**src/rtl/rst_seq_pkg.sv**
```systemverilog
// ----------------------------------------------------------------------------
// rst_seq_pkg
//   Shared definitions for the staged reset sequencer: FSM state encodings
//   (also exported on oState for debug) and the counter-width helper.
// ----------------------------------------------------------------------------
package rst_seq_pkg;

    localparam logic [2:0] ST_IDLE      = 3'd0;
    localparam logic [2:0] ST_WAIT_LOCK = 3'd1;
    localparam logic [2:0] ST_RELEASE   = 3'd2;
    localparam logic [2:0] ST_RUN       = 3'd3;
    localparam logic [2:0] ST_LOST      = 3'd4;

    typedef enum logic [2:0] {
        S_IDLE      = ST_IDLE,
        S_WAIT_LOCK = ST_WAIT_LOCK,
        S_RELEASE   = ST_RELEASE,
        S_RUN       = ST_RUN,
        S_LOST      = ST_LOST
    } state_t;

    // Width of a counter that must be able to hold the value n itself.
    function automatic int cntW(input int n);
        return $clog2(n + 1);
    endfunction

endpackage

```
**src/rtl/rst_seq_ctrl_if.sv**
```systemverilog
// ----------------------------------------------------------------------------
// rst_seq_ctrl_if
//   Control/status bundle of the staged reset sequencer.
//   Signals:
//     iPllLocked   PLL lock, asynchronous to the sequencer clock
//     iSoftRst     synchronous level soft reset, active-high
//     oStageRst    per-stage reset, active-high, bit 0 released first
//     oAllReady    all stages released
//     oLockTimeout sticky lock-timeout flag
//     oState       current sequencer state (debug)
//   Modports: master (clock/reset source side), slave (the sequencer).
// ----------------------------------------------------------------------------
interface rst_seq_ctrl_if #(
    parameter int pStageNum = 4
);
    import rst_seq_pkg::*;

    logic                 iPllLocked;
    logic                 iSoftRst;
    logic [pStageNum-1:0] oStageRst;
    logic                 oAllReady;
    logic                 oLockTimeout;
    state_t               oState;

    modport master (
        output iPllLocked, iSoftRst,
        input  oStageRst, oAllReady, oLockTimeout, oState
    );

    modport slave (
        input  iPllLocked, iSoftRst,
        output oStageRst, oAllReady, oLockTimeout, oState
    );

endinterface

```
**src/rtl/rst_seq_sync.sv**
```systemverilog
// ----------------------------------------------------------------------------
// rst_seq_sync
//   Two-flop synchronizer for a single asynchronous level, cleared to 0 by
//   the asynchronous active-low reset.
//   Ports:
//     iSysClk   destination clock
//     iSysRstN  asynchronous active-low clear
//     iAsync    asynchronous input level
//     oSync     synchronized level (2 cycles of latency)
// ----------------------------------------------------------------------------
module rst_seq_sync (
    input  logic iSysClk,
    input  logic iSysRstN,
    input  logic iAsync,
    output logic oSync
);

    logic rMeta_p0;
    logic rSync_p1;

    always_ff @(posedge iSysClk or negedge iSysRstN) begin
        if (!iSysRstN) begin
            rMeta_p0 <= 1'b0;
            rSync_p1 <= 1'b0;
        end else begin
            // stage p0: may go metastable; stage p1: settled copy
            rMeta_p0 <= iAsync;
            rSync_p1 <= rMeta_p0;
        end
    end

    assign oSync = rSync_p1;

endmodule

```
**src/rtl/rst_seq_ctrl.sv**
```systemverilog
// ----------------------------------------------------------------------------
// rst_seq_ctrl
//   Staged reset sequencer. Waits for a stable synchronized PLL lock, then
//   releases the per-subsystem resets one at a time in ascending order,
//   pStageGapCyc cycles apart, and flags oAllReady once all are released.
//   Any soft reset (or loss of lock, when enabled) reasserts all stages at
//   once. A lock that does not become stable within pLockTimeoutCyc cycles of
//   waiting raises the sticky oLockTimeout flag; waiting continues.
//   Ports:
//     iSysClk   system clock (only clock)
//     iSysRstN  asynchronous active-low reset
//     bus       rst_seq_ctrl_if.slave: iPllLocked, iSoftRst in;
//               oStageRst, oAllReady, oLockTimeout, oState out (all registered)
//   Build option:
//     RST_SEQ_LOCK_LOSS_EN  when defined, lock loss during RELEASE/RUN
//                           reasserts all stages and passes through LOST for
//                           pStageGapCyc cycles before waiting for lock again.
//                           When undefined, lock is only watched in WAIT_LOCK.
// ----------------------------------------------------------------------------
module rst_seq_ctrl
    import rst_seq_pkg::*;
#(
    parameter int pStageNum       = 4,
    parameter int pLockStableCyc  = 1024,
    parameter int pStageGapCyc    = 16,
    parameter int pLockTimeoutCyc = 65535
) (
    input  logic          iSysClk,
    input  logic          iSysRstN,
    rst_seq_ctrl_if.slave bus
);

    localparam int STABLE_W = cntW(pLockStableCyc);
    localparam int GAP_W    = cntW(pStageGapCyc);
    localparam int TO_W     = cntW(pLockTimeoutCyc);
    localparam int IDX_W    = cntW(pStageNum);

    localparam logic [STABLE_W-1:0]  STABLE_LAST = STABLE_W'(pLockStableCyc - 1);
    localparam logic [GAP_W-1:0]     GAP_LAST    = GAP_W'(pStageGapCyc - 1);
    localparam logic [TO_W-1:0]      TO_LAST     = TO_W'(pLockTimeoutCyc - 1);
    localparam logic [TO_W-1:0]      TO_MAX      = TO_W'(pLockTimeoutCyc);
    localparam logic [IDX_W-1:0]     IDX_LAST    = IDX_W'(pStageNum - 1);
    localparam logic [pStageNum-1:0] STAGE_ONE   = pStageNum'(1);

    logic wLockS;

    state_t               rState,      stateNxt;
    logic [pStageNum-1:0] rStageRst,   stageRstNxt;
    logic                 rAllReady,   allReadyNxt;
    logic                 rLockTo,     lockToNxt;
    logic [STABLE_W-1:0]  rStableCnt,  stableCntNxt;
    logic [GAP_W-1:0]     rGapCnt,     gapCntNxt;
    logic [TO_W-1:0]      rToCnt,      toCntNxt;
    logic [IDX_W-1:0]     rStageIdx,   stageIdxNxt;

    rst_seq_sync uLockSync (
        .iSysClk  (iSysClk),
        .iSysRstN (iSysRstN),
        .iAsync   (bus.iPllLocked),
        .oSync    (wLockS)
    );

    always_ff @(posedge iSysClk or negedge iSysRstN) begin
        if (!iSysRstN) begin
            rState     <= S_IDLE;
            rStageRst  <= '1;
            rAllReady  <= 1'b0;
            rLockTo    <= 1'b0;
            rStableCnt <= '0;
            rGapCnt    <= '0;
            rToCnt     <= '0;
            rStageIdx  <= '0;
        end else begin
            rState     <= stateNxt;
            rStageRst  <= stageRstNxt;
            rAllReady  <= allReadyNxt;
            rLockTo    <= lockToNxt;
            rStableCnt <= stableCntNxt;
            rGapCnt    <= gapCntNxt;
            rToCnt     <= toCntNxt;
            rStageIdx  <= stageIdxNxt;
        end
    end

    always_comb begin
        stateNxt     = rState;
        stageRstNxt  = rStageRst;
        allReadyNxt  = rAllReady;
        lockToNxt    = rLockTo;
        stableCntNxt = rStableCnt;
        gapCntNxt    = rGapCnt;
        toCntNxt     = rToCnt;
        stageIdxNxt  = rStageIdx;

        case (rState)
            S_IDLE: begin
                stageRstNxt = '1;
                allReadyNxt = 1'b0;
                stateNxt    = S_WAIT_LOCK;
            end

            S_WAIT_LOCK: begin
                // Timeout counter keeps running across lock glitches and
                // saturates; the flag is raised on the cycle it hits the limit.
                if (rToCnt != TO_MAX) begin
                    toCntNxt = rToCnt + TO_W'(1);
                end
                if (rToCnt >= TO_LAST) begin
                    lockToNxt = 1'b1;
                end
                if (wLockS) begin
                    if (rStableCnt == STABLE_LAST) begin
                        stableCntNxt   = '0;
                        stageRstNxt[0] = 1'b0;
                        stageIdxNxt    = '0;
                        gapCntNxt      = '0;
                        stateNxt       = S_RELEASE;
                    end else begin
                        stableCntNxt = rStableCnt + STABLE_W'(1);
                    end
                end else begin
                    stableCntNxt = '0;
                end
            end

            S_RELEASE: begin
                if (rStageIdx == IDX_LAST) begin
                    // Only reachable for a single-stage build: stage 0 was the last.
                    gapCntNxt   = '0;
                    allReadyNxt = 1'b1;
                    stateNxt    = S_RUN;
                end else if (rGapCnt == GAP_LAST) begin
                    gapCntNxt   = '0;
                    stageIdxNxt = rStageIdx + IDX_W'(1);
                    stageRstNxt = rStageRst & ~(STAGE_ONE << stageIdxNxt);
                    if (stageIdxNxt == IDX_LAST) begin
                        stateNxt = S_RUN;
                    end
                end else begin
                    gapCntNxt = rGapCnt + GAP_W'(1);
                end
            end

            S_RUN: begin
                stageRstNxt = '0;
                allReadyNxt = 1'b1;
            end

`ifdef RST_SEQ_LOCK_LOSS_EN
            S_LOST: begin
                stageRstNxt = '1;
                allReadyNxt = 1'b0;
                if (rGapCnt == GAP_LAST) begin
                    gapCntNxt    = '0;
                    stableCntNxt = '0;
                    stateNxt     = S_WAIT_LOCK;
                end else begin
                    gapCntNxt = rGapCnt + GAP_W'(1);
                end
            end
`endif

            default: begin
                stageRstNxt = '1;
                allReadyNxt = 1'b0;
                stateNxt    = S_IDLE;
            end
        endcase

`ifdef RST_SEQ_LOCK_LOSS_EN
        if ((rState == S_RELEASE || rState == S_RUN) && !wLockS) begin
            stateNxt     = S_LOST;
            stageRstNxt  = '1;
            allReadyNxt  = 1'b0;
            stableCntNxt = '0;
            gapCntNxt    = '0;
            stageIdxNxt  = '0;
        end
`endif

        // Soft reset overrides everything, including lock loss and timeout.
        if (bus.iSoftRst) begin
            stateNxt     = S_IDLE;
            stageRstNxt  = '1;
            allReadyNxt  = 1'b0;
            lockToNxt    = 1'b0;
            stableCntNxt = '0;
            gapCntNxt    = '0;
            toCntNxt     = '0;
            stageIdxNxt  = '0;
        end
    end

    assign bus.oStageRst    = rStageRst;
    assign bus.oAllReady    = rAllReady;
    assign bus.oLockTimeout = rLockTo;
    assign bus.oState       = rState;

endmodule

```
**src/flat_wrapper.sv**
```systemverilog
// flat-port wrapper written by rule: the top's interface ports become plain ports
module rst_seq_ctrl_flat import rst_seq_pkg::*;
#(
    parameter int pStageNum       = 4,
    parameter int pLockStableCyc  = 1024,
    parameter int pStageGapCyc    = 16,
    parameter int pLockTimeoutCyc = 65535
)
  (iSysClk, iSysRstN, bus_iPllLocked, bus_iSoftRst, bus_oStageRst, bus_oAllReady, bus_oLockTimeout, bus_oState);
  rst_seq_ctrl_if #(.pStageNum(pStageNum)) bus_i ();
  input  logic iSysClk;
  input  logic iSysRstN;
  input wire logic [$bits(bus_i.iPllLocked)-1:0] bus_iPllLocked;
  input wire logic [$bits(bus_i.iSoftRst)-1:0] bus_iSoftRst;
  output wire logic [$bits(bus_i.oStageRst)-1:0] bus_oStageRst;
  output wire logic [$bits(bus_i.oAllReady)-1:0] bus_oAllReady;
  output wire logic [$bits(bus_i.oLockTimeout)-1:0] bus_oLockTimeout;
  output wire logic [$bits(bus_i.oState)-1:0] bus_oState;
  assign bus_i.iPllLocked = bus_iPllLocked;
  assign bus_i.iSoftRst = bus_iSoftRst;
  assign bus_oStageRst = bus_i.oStageRst;
  assign bus_oAllReady = bus_i.oAllReady;
  assign bus_oLockTimeout = bus_i.oLockTimeout;
  assign bus_oState = bus_i.oState;
  rst_seq_ctrl #(.pStageNum(pStageNum), .pLockStableCyc(pLockStableCyc), .pStageGapCyc(pStageGapCyc), .pLockTimeoutCyc(pLockTimeoutCyc)) u_core (.iSysClk(iSysClk), .iSysRstN(iSysRstN), .bus(bus_i));
endmodule
```
**config.mk**
```make
export PLATFORM = sky130hd
export DESIGN_NAME = rst_seq_ctrl_flat
export DESIGN_NICKNAME = d
export VERILOG_FILES = /design/src/rtl/rst_seq_pkg.sv /design/src/rtl/rst_seq_ctrl_if.sv /design/src/rtl/rst_seq_sync.sv /design/src/rtl/rst_seq_ctrl.sv /design/src/flat_wrapper.sv
export SDC_FILE = /design/constraint.sdc
export NUM_CORES = 1
export LEC_CHECK = 0
export BUFFER_PORTS_ARGS = -buffer_cell sky130_fd_sc_hd__clkbuf_2
export CORE_ASPECT_RATIO = 0.9
export CORE_MARGIN = 1.5
export CORE_UTILIZATION = 60
export CTS_BUF_LIST = sky130_fd_sc_hd__clkbuf_4 sky130_fd_sc_hd__clkbuf_8 sky130_fd_sc_hd__clkbuf_16
export CTS_CLUSTER_SIZE = 16
export DETAILED_ROUTE_END_ITERATION = 16
export GPL_ROUTABILITY_DRIVEN = 0
export PLACE_DENSITY_LB_ADDON = 0.25
export SLEW_MARGIN = 40
export SYNTH_ARGS = -nofsm -noshare
export SYNTH_HDL_FRONTEND = slang
export SYNTH_SLANG_ARGS = --single-unit
export TNS_END_PERCENT = 5
```
**constraint.sdc**
```tcl
create_clock -name iSysClk -period 2.7 [get_ports iSysClk]
set_input_delay 0.54 -clock iSysClk [delete_from_list [all_inputs] [get_ports iSysClk]]
set_output_delay 0.54 -clock iSysClk [all_outputs]
set_load 0.02 [all_outputs]
```
=== Word level (Yosys, flattened, before mapping) ===
Index checks and enable logic that the tools add are counted.
W data, S select, Z words.

* Reduce and logical (&&, ||, !) cells: 13
* Mux-type cells: 39
* Order comparisons: 1
* Shifts and indexed selects: 1
* Bitwise gates (word level): 2
* Equal/unequal tests: 17
* Add/sub/neg operators: 4

{| class="wikitable"
|+ Operators by type and width
! cell !! number
|-
| $mux W16 || 3
|-
| $mux W11 || 4
|-
| $mux W3 || 11
|-
| $mux W5 || 5
|-
| $add A16 B1 Y16 const B || 1
|-
| $ge A16 B16 Y1 const B || 1
|-
| $ne A16 B16 Y1 const B || 1
|-
| $eq A3 B2 Y1 const B || 4
|-
| $mux W4 || 3
|-
| $pmux W3 S4 || 1
|-
| $add A11 B1 Y11 const B || 1
|-
| $eq A11 B10 Y1 const B || 1
|-
| $pmux W5 S2 || 1
|-
| $reduce_and A5 Y1 || 2
|-
| $ne A3 B2 Y1 const B || 3
|-
| $pmux W3 S3 || 1
|-
| $ne A4 B2 Y1 const B || 2
|-
| $mux W1 || 7
|-
| $ne A3 B3 Y1 const B || 2
|-
| $pmux W1 S3 || 2
|-
| $pmux W3 S2 || 1
|-
| $reduce_and A2 Y1 || 3
|-
| $reduce_and A3 Y1 || 2
|-
| $reduce_bool A2 Y1 || 3
|-
| 11 further kinds || 12
|}

* Logic and storage cells: 88
* Register bits after elaboration: 46
* Input bits: 4

=== Logic depth before layout (Yosys ltp) ===
* Depth in word-level cells: 8
* Gate-level depth with buffers: 8

=== Modules after synthesis ===
Synthesis repeated with hierarchy kept, for this count alone.

* Cells, all modules: 262
* Area, all modules: 2,469.9 um^2

{| class="wikitable"
|+ By module, submodules not included
! module !! cells an instance !! area an instance (um^2) !! instances !! sequential area each (um^2)
|-
| rst_seq_ctrl || 260 || 2,419.8 || 1 || 1,081.0
|-
| rst_seq_sync || 2 || 50.0 || 1 || 50.0
|}

=== Worst setup path after synthesis ===
No wires, ideal clock.

* Path type: flip-flop to flip-flop
* Start: register u_core.rState[1] (netlist: u_core.bus.oState[1])
* End: register u_core.rGapCnt[0]
* Clock period less this slack: 1,992 ps
* Setup time: 125 ps
* Data arrival time: 1,867 ps
* Path slack: 708 ps
* Cell stages (with the launch flop): 8
* Data required time: 2,575 ps
* Cells stage by stage: dfrtp_1 inv_1 ha_1 inv_1 a21o_1 or2_1 buf_4 mux2_4

* Cells in the longest elaborated chain, start to end: 3

{| class="wikitable"
|+ RTL lines
! what !! RTL line !! RTL
|-
| start, declared || rst_seq_ctrl.sv:47 || <nowiki>state_t rState, stateNxt;</nowiki>
|-
| start signal, assigned || rst_seq_ctrl.sv:74 || <nowiki>rState <= stateNxt;</nowiki>
|-
| $eq A3 B1 Y1 or $eq A3 B2 Y1 (tied branches) || rst_seq_ctrl.sv:95 || <nowiki>case (rState)</nowiki>
|-
| $ne A3 B2 Y1 (no source line) (tied with other cells) || n/a ||
|-
| $reduce_and A3 Y1 (no source line) or $mux W5 (tied branches) || n/a ||
|-
| end signal, assigned || rst_seq_ctrl.sv:79 || <nowiki>rGapCnt <= gapCntNxt;</nowiki>
|-
| end, declared || rst_seq_ctrl.sv:52 || <nowiki>logic [GAP_W-1:0] rGapCnt, gapCntNxt;</nowiki>
|}

Parallel ways exist; a longest one is shown, timed or not.
A chain may end at the register's enable or synchronous reset.

=== Worst setup path in the final report ===
* Start: register u_core.rStageIdx[0]
* End: register u_core.rState[1] (netlist: u_core.bus.oState[1])

* Cells in the longest elaborated chain, start to end: 4

{| class="wikitable"
|+ RTL lines
! what !! RTL line !! RTL
|-
| start, declared || rst_seq_ctrl.sv:54 || <nowiki>logic [IDX_W-1:0] rStageIdx, stageIdxNxt;</nowiki>
|-
| start signal, assigned || rst_seq_ctrl.sv:81 || <nowiki>rStageIdx <= stageIdxNxt;</nowiki>
|-
| $add A3 B1 Y3 or $eq A3 B2 Y1 (tied branches) || rst_seq_ctrl.sv:134, rst_seq_ctrl.sv:127 ||
|-
| $eq A3 B2 Y1 or $mux W3 (tied branches) || rst_seq_ctrl.sv:136, rst_seq_ctrl.sv:127 ||
|-
| $ne A4 B2 Y1 (no source line) or $pmux W3 S4 (tied branches) || n/a ||
|-
| $reduce_and A5 Y1 (no source line) or $mux W3 (tied branches) || n/a ||
|}

Parallel ways exist; a longest one is shown, timed or not.

==> reports/metrics.yaml <==
grt_overflow: 0
die_area_um2: 4990
final_cell_area_um2: 2950
power_density_nw_per_um2: 600
syn-num-nets: 312
area_growth_pct: 7.57
synth_ff_type: "dfrtp_1"
clk_latency_ns: 0.30
min_path_type: "primary input to async pin"
synth-seq-area-share_pct: 41.2
remaining_drc_errors: 0
required_ns: 2.92
rows: 23
synth.avg_cell_area_um2: 9.37
synth.area.top_cells: "dfrtp_1, ha_1, dfstp_2"
fin_nets: 321
ys_types: 59
fin_tns_setup_ns: 0
crit_type: "flip-flop to flip-flop"
wirelength_mm: 5.58
routed-via-count: 2290
crit_fanout: 8
cts_sinks: 45
io_buffers: 11
hold_violations: 0
cts-root-buf: "clkbuf_8"
grt_pass1_vias: 2017
drt-pass1-iter-count: 5
tightest_slew_ns: 0.663
setup-violations-final: 0
grt_max_degree: 24
drive_above_1_share_pct: 13.2
synth_commonest_cells: "dfrtp_1, nand2_1, nand3_1, nor2_1, o21ai_0"
vdd_ir_drop_max_mv: 0.462
maxCapViolCount: 0
yosysMostFrequentCell: "dfrtp_1"
clock_skew_ns: 0.00547
finalCriticalPeriod_ns: 2.21
dpl_cell_area_um2: 2840
antenna_cells: 0
start_util_pct: 61.9
path_clk_slew_ns: 0.09
timing.fmax_mhz: 452
grt_pass1_wl_mm: 9.40
p_leak_uw: 0.00121
die-height_um: 67.2
report.final.slew_viol_count: 0
period_share_pct: 81.9
cts_hold_buffers: 0
coreArea_um2: 4430
cts.path.max_buffers: 2
cts_setup_buffers: 0
postSynthCellCount: 293
cts_resized: 0
slew_headroom_pct: 55.5
outcome: "completed"
drtIter0Drc: 202
crit_path_end_kind: "flip-flop"
rsz0062_at_grt: "false"
fp.dieW_um: 74.3
ys_async_sr_fraction_pct: 100
worstSetupStartpointType: "flip-flop"
ys_ff_latch: 45
ant_nets: 0
io_pins: 13
place_hpwl_mm: 4.03
grt_usage_pct: 24.5
cts_made_buffers: 5
wl_per_cell_um: 15.3
cts_tree: "done"
grt_antenna_before_repair: 0
yosysTopAreaCellShare_pct: 37.4
ys_warn_count: 0
yosysTopAreaCell: "dfrtp_1"
synth_edf_count: 0
routed_via_density: 6.27
worstPathArrival_ns: 2.43
htreeDepth: 2
mappedNetlistArea_um2: 2750
worst paths after layout:
kind	startpoint	to	slack, ns	cells past startpoint
setup / recovery	u_core.rStageIdx[0]	u_core.bus.oState[1]	0.49	6
hold / removal	iSysRstN	u_core.rToCnt[10]	0.17	1
setup reg to reg	u_core.rStageIdx[0]	u_core.bus.oState[1]	0.49	6
hold reg to reg	u_core.uLockSync.rMeta_p0	u_core.uLockSync.oSync	0.36	0
max in group asynchronous	iSysRstN	u_core.bus.oStageRst[0]	1.89	2
min in group iSysClk	bus_iPllLocked	u_core.uLockSync.rMeta_p0	0.34	1
cell type report:
cell class / count / area [um^2]
Sequential cell: 45 / 1130
Inverter: 15 / 56.3
Multi-Input combinational cell: 220 / 1490
Clock buffer: 6 / 76.3
Clock inverter: 2 / 35.0
Tap cell: 62 / 77.6
Fill cell: 391 / 1480
Timing Repair Buffer: 15 / 85.1
flip-flops by register name (all words and copies together) (netlist names):
name,flops
u_core.rStageIdx,3
u_core.bus.oAllReady,1
u_core.uLockSync.oSync,1
u_core.bus.oStageRst,4
u_core.rGapCnt,5
u_core.rToCnt,16
u_core.bus.oState,2
u_core.uLockSync.rMeta_p0,1
u_core.rStableCnt,11
u_core.bus.oLockTimeout,1
worst max-delay path: stages (launching register included):
cell and delay, ns:
dfrtp_1 0.45, ha_1 0.26, ha_1 0.30, nor3b_1 0.50
nand2_1 0.18, o221ai_1 0.17, mux2i_1 0.27
metrics by stage:
stage                     setup WS [ns]  total power (uW)  hold WS (ns)  std cells  util, %
after global placement            0.519              1240         0.332        357     64.1
after CTS                         0.511              1780         0.189        365     66.6
after global routing              0.251              1870         0.209        365     66.6
after detailed placement          0.550              1260         0.336        357     64.1
after floorplan                   0.708              1140         0.244        293        -
final                             0.488              1770         0.173        365     66.6
power by group:
| group | internal, uW | leakage (uW) | total [uW] | switching (uW) |
|---|---|---|---|---|
| Clock | 285 | 0.0000586 | 517 | 232 |
| Combinational | 167 | 0.000550 | 456 | 289 |
| Sequential | 731 | 0.000605 | 798 | 66.4 |
cells by family (layout without fill, tap and decap cells):
| group | Yosys count | in the layout | synth area share, % |
|---|---|---|---|
| flops | 45 | 45 | 41.2 |
| other cells | 1 | 1 | 0.137 |
| buf+inv | 28 | 38 | 4.56 |
| xor+xnor | 1 | 1 | 0.319 |
| compound gates | 76 | 76 | 19.1 |
| mux | 5 | 5 | 2.05 |
| simple gates | 122 | 122 | 25.8 |
| fa+ha+maj | 15 | 15 | 6.84 |
layer usage:
metal,part of all wire (%),up-vias,track usage [%],wire (um)
li1,-,1111,-,-
met1,49,1085,35.9,2740
met2,45,83,36.7,2490
met3,4.7,11,4.48,261
met4,1.5,0,8.41,85
met5,0,-,0,0
cells in the final DEF, fill, tap and decap left out, drive strengths merged, types with 7 or more instances in the layout:
cell type,instances
a21oi,11
a31oi,8
clkbuf,17
dfrtp,41
ha,15
inv,15
nand2,21
nand3,20
nand4,7
nor2,19
nor3,12
nor4,8
o21ai,16
(Power assumes the default switching activity.)
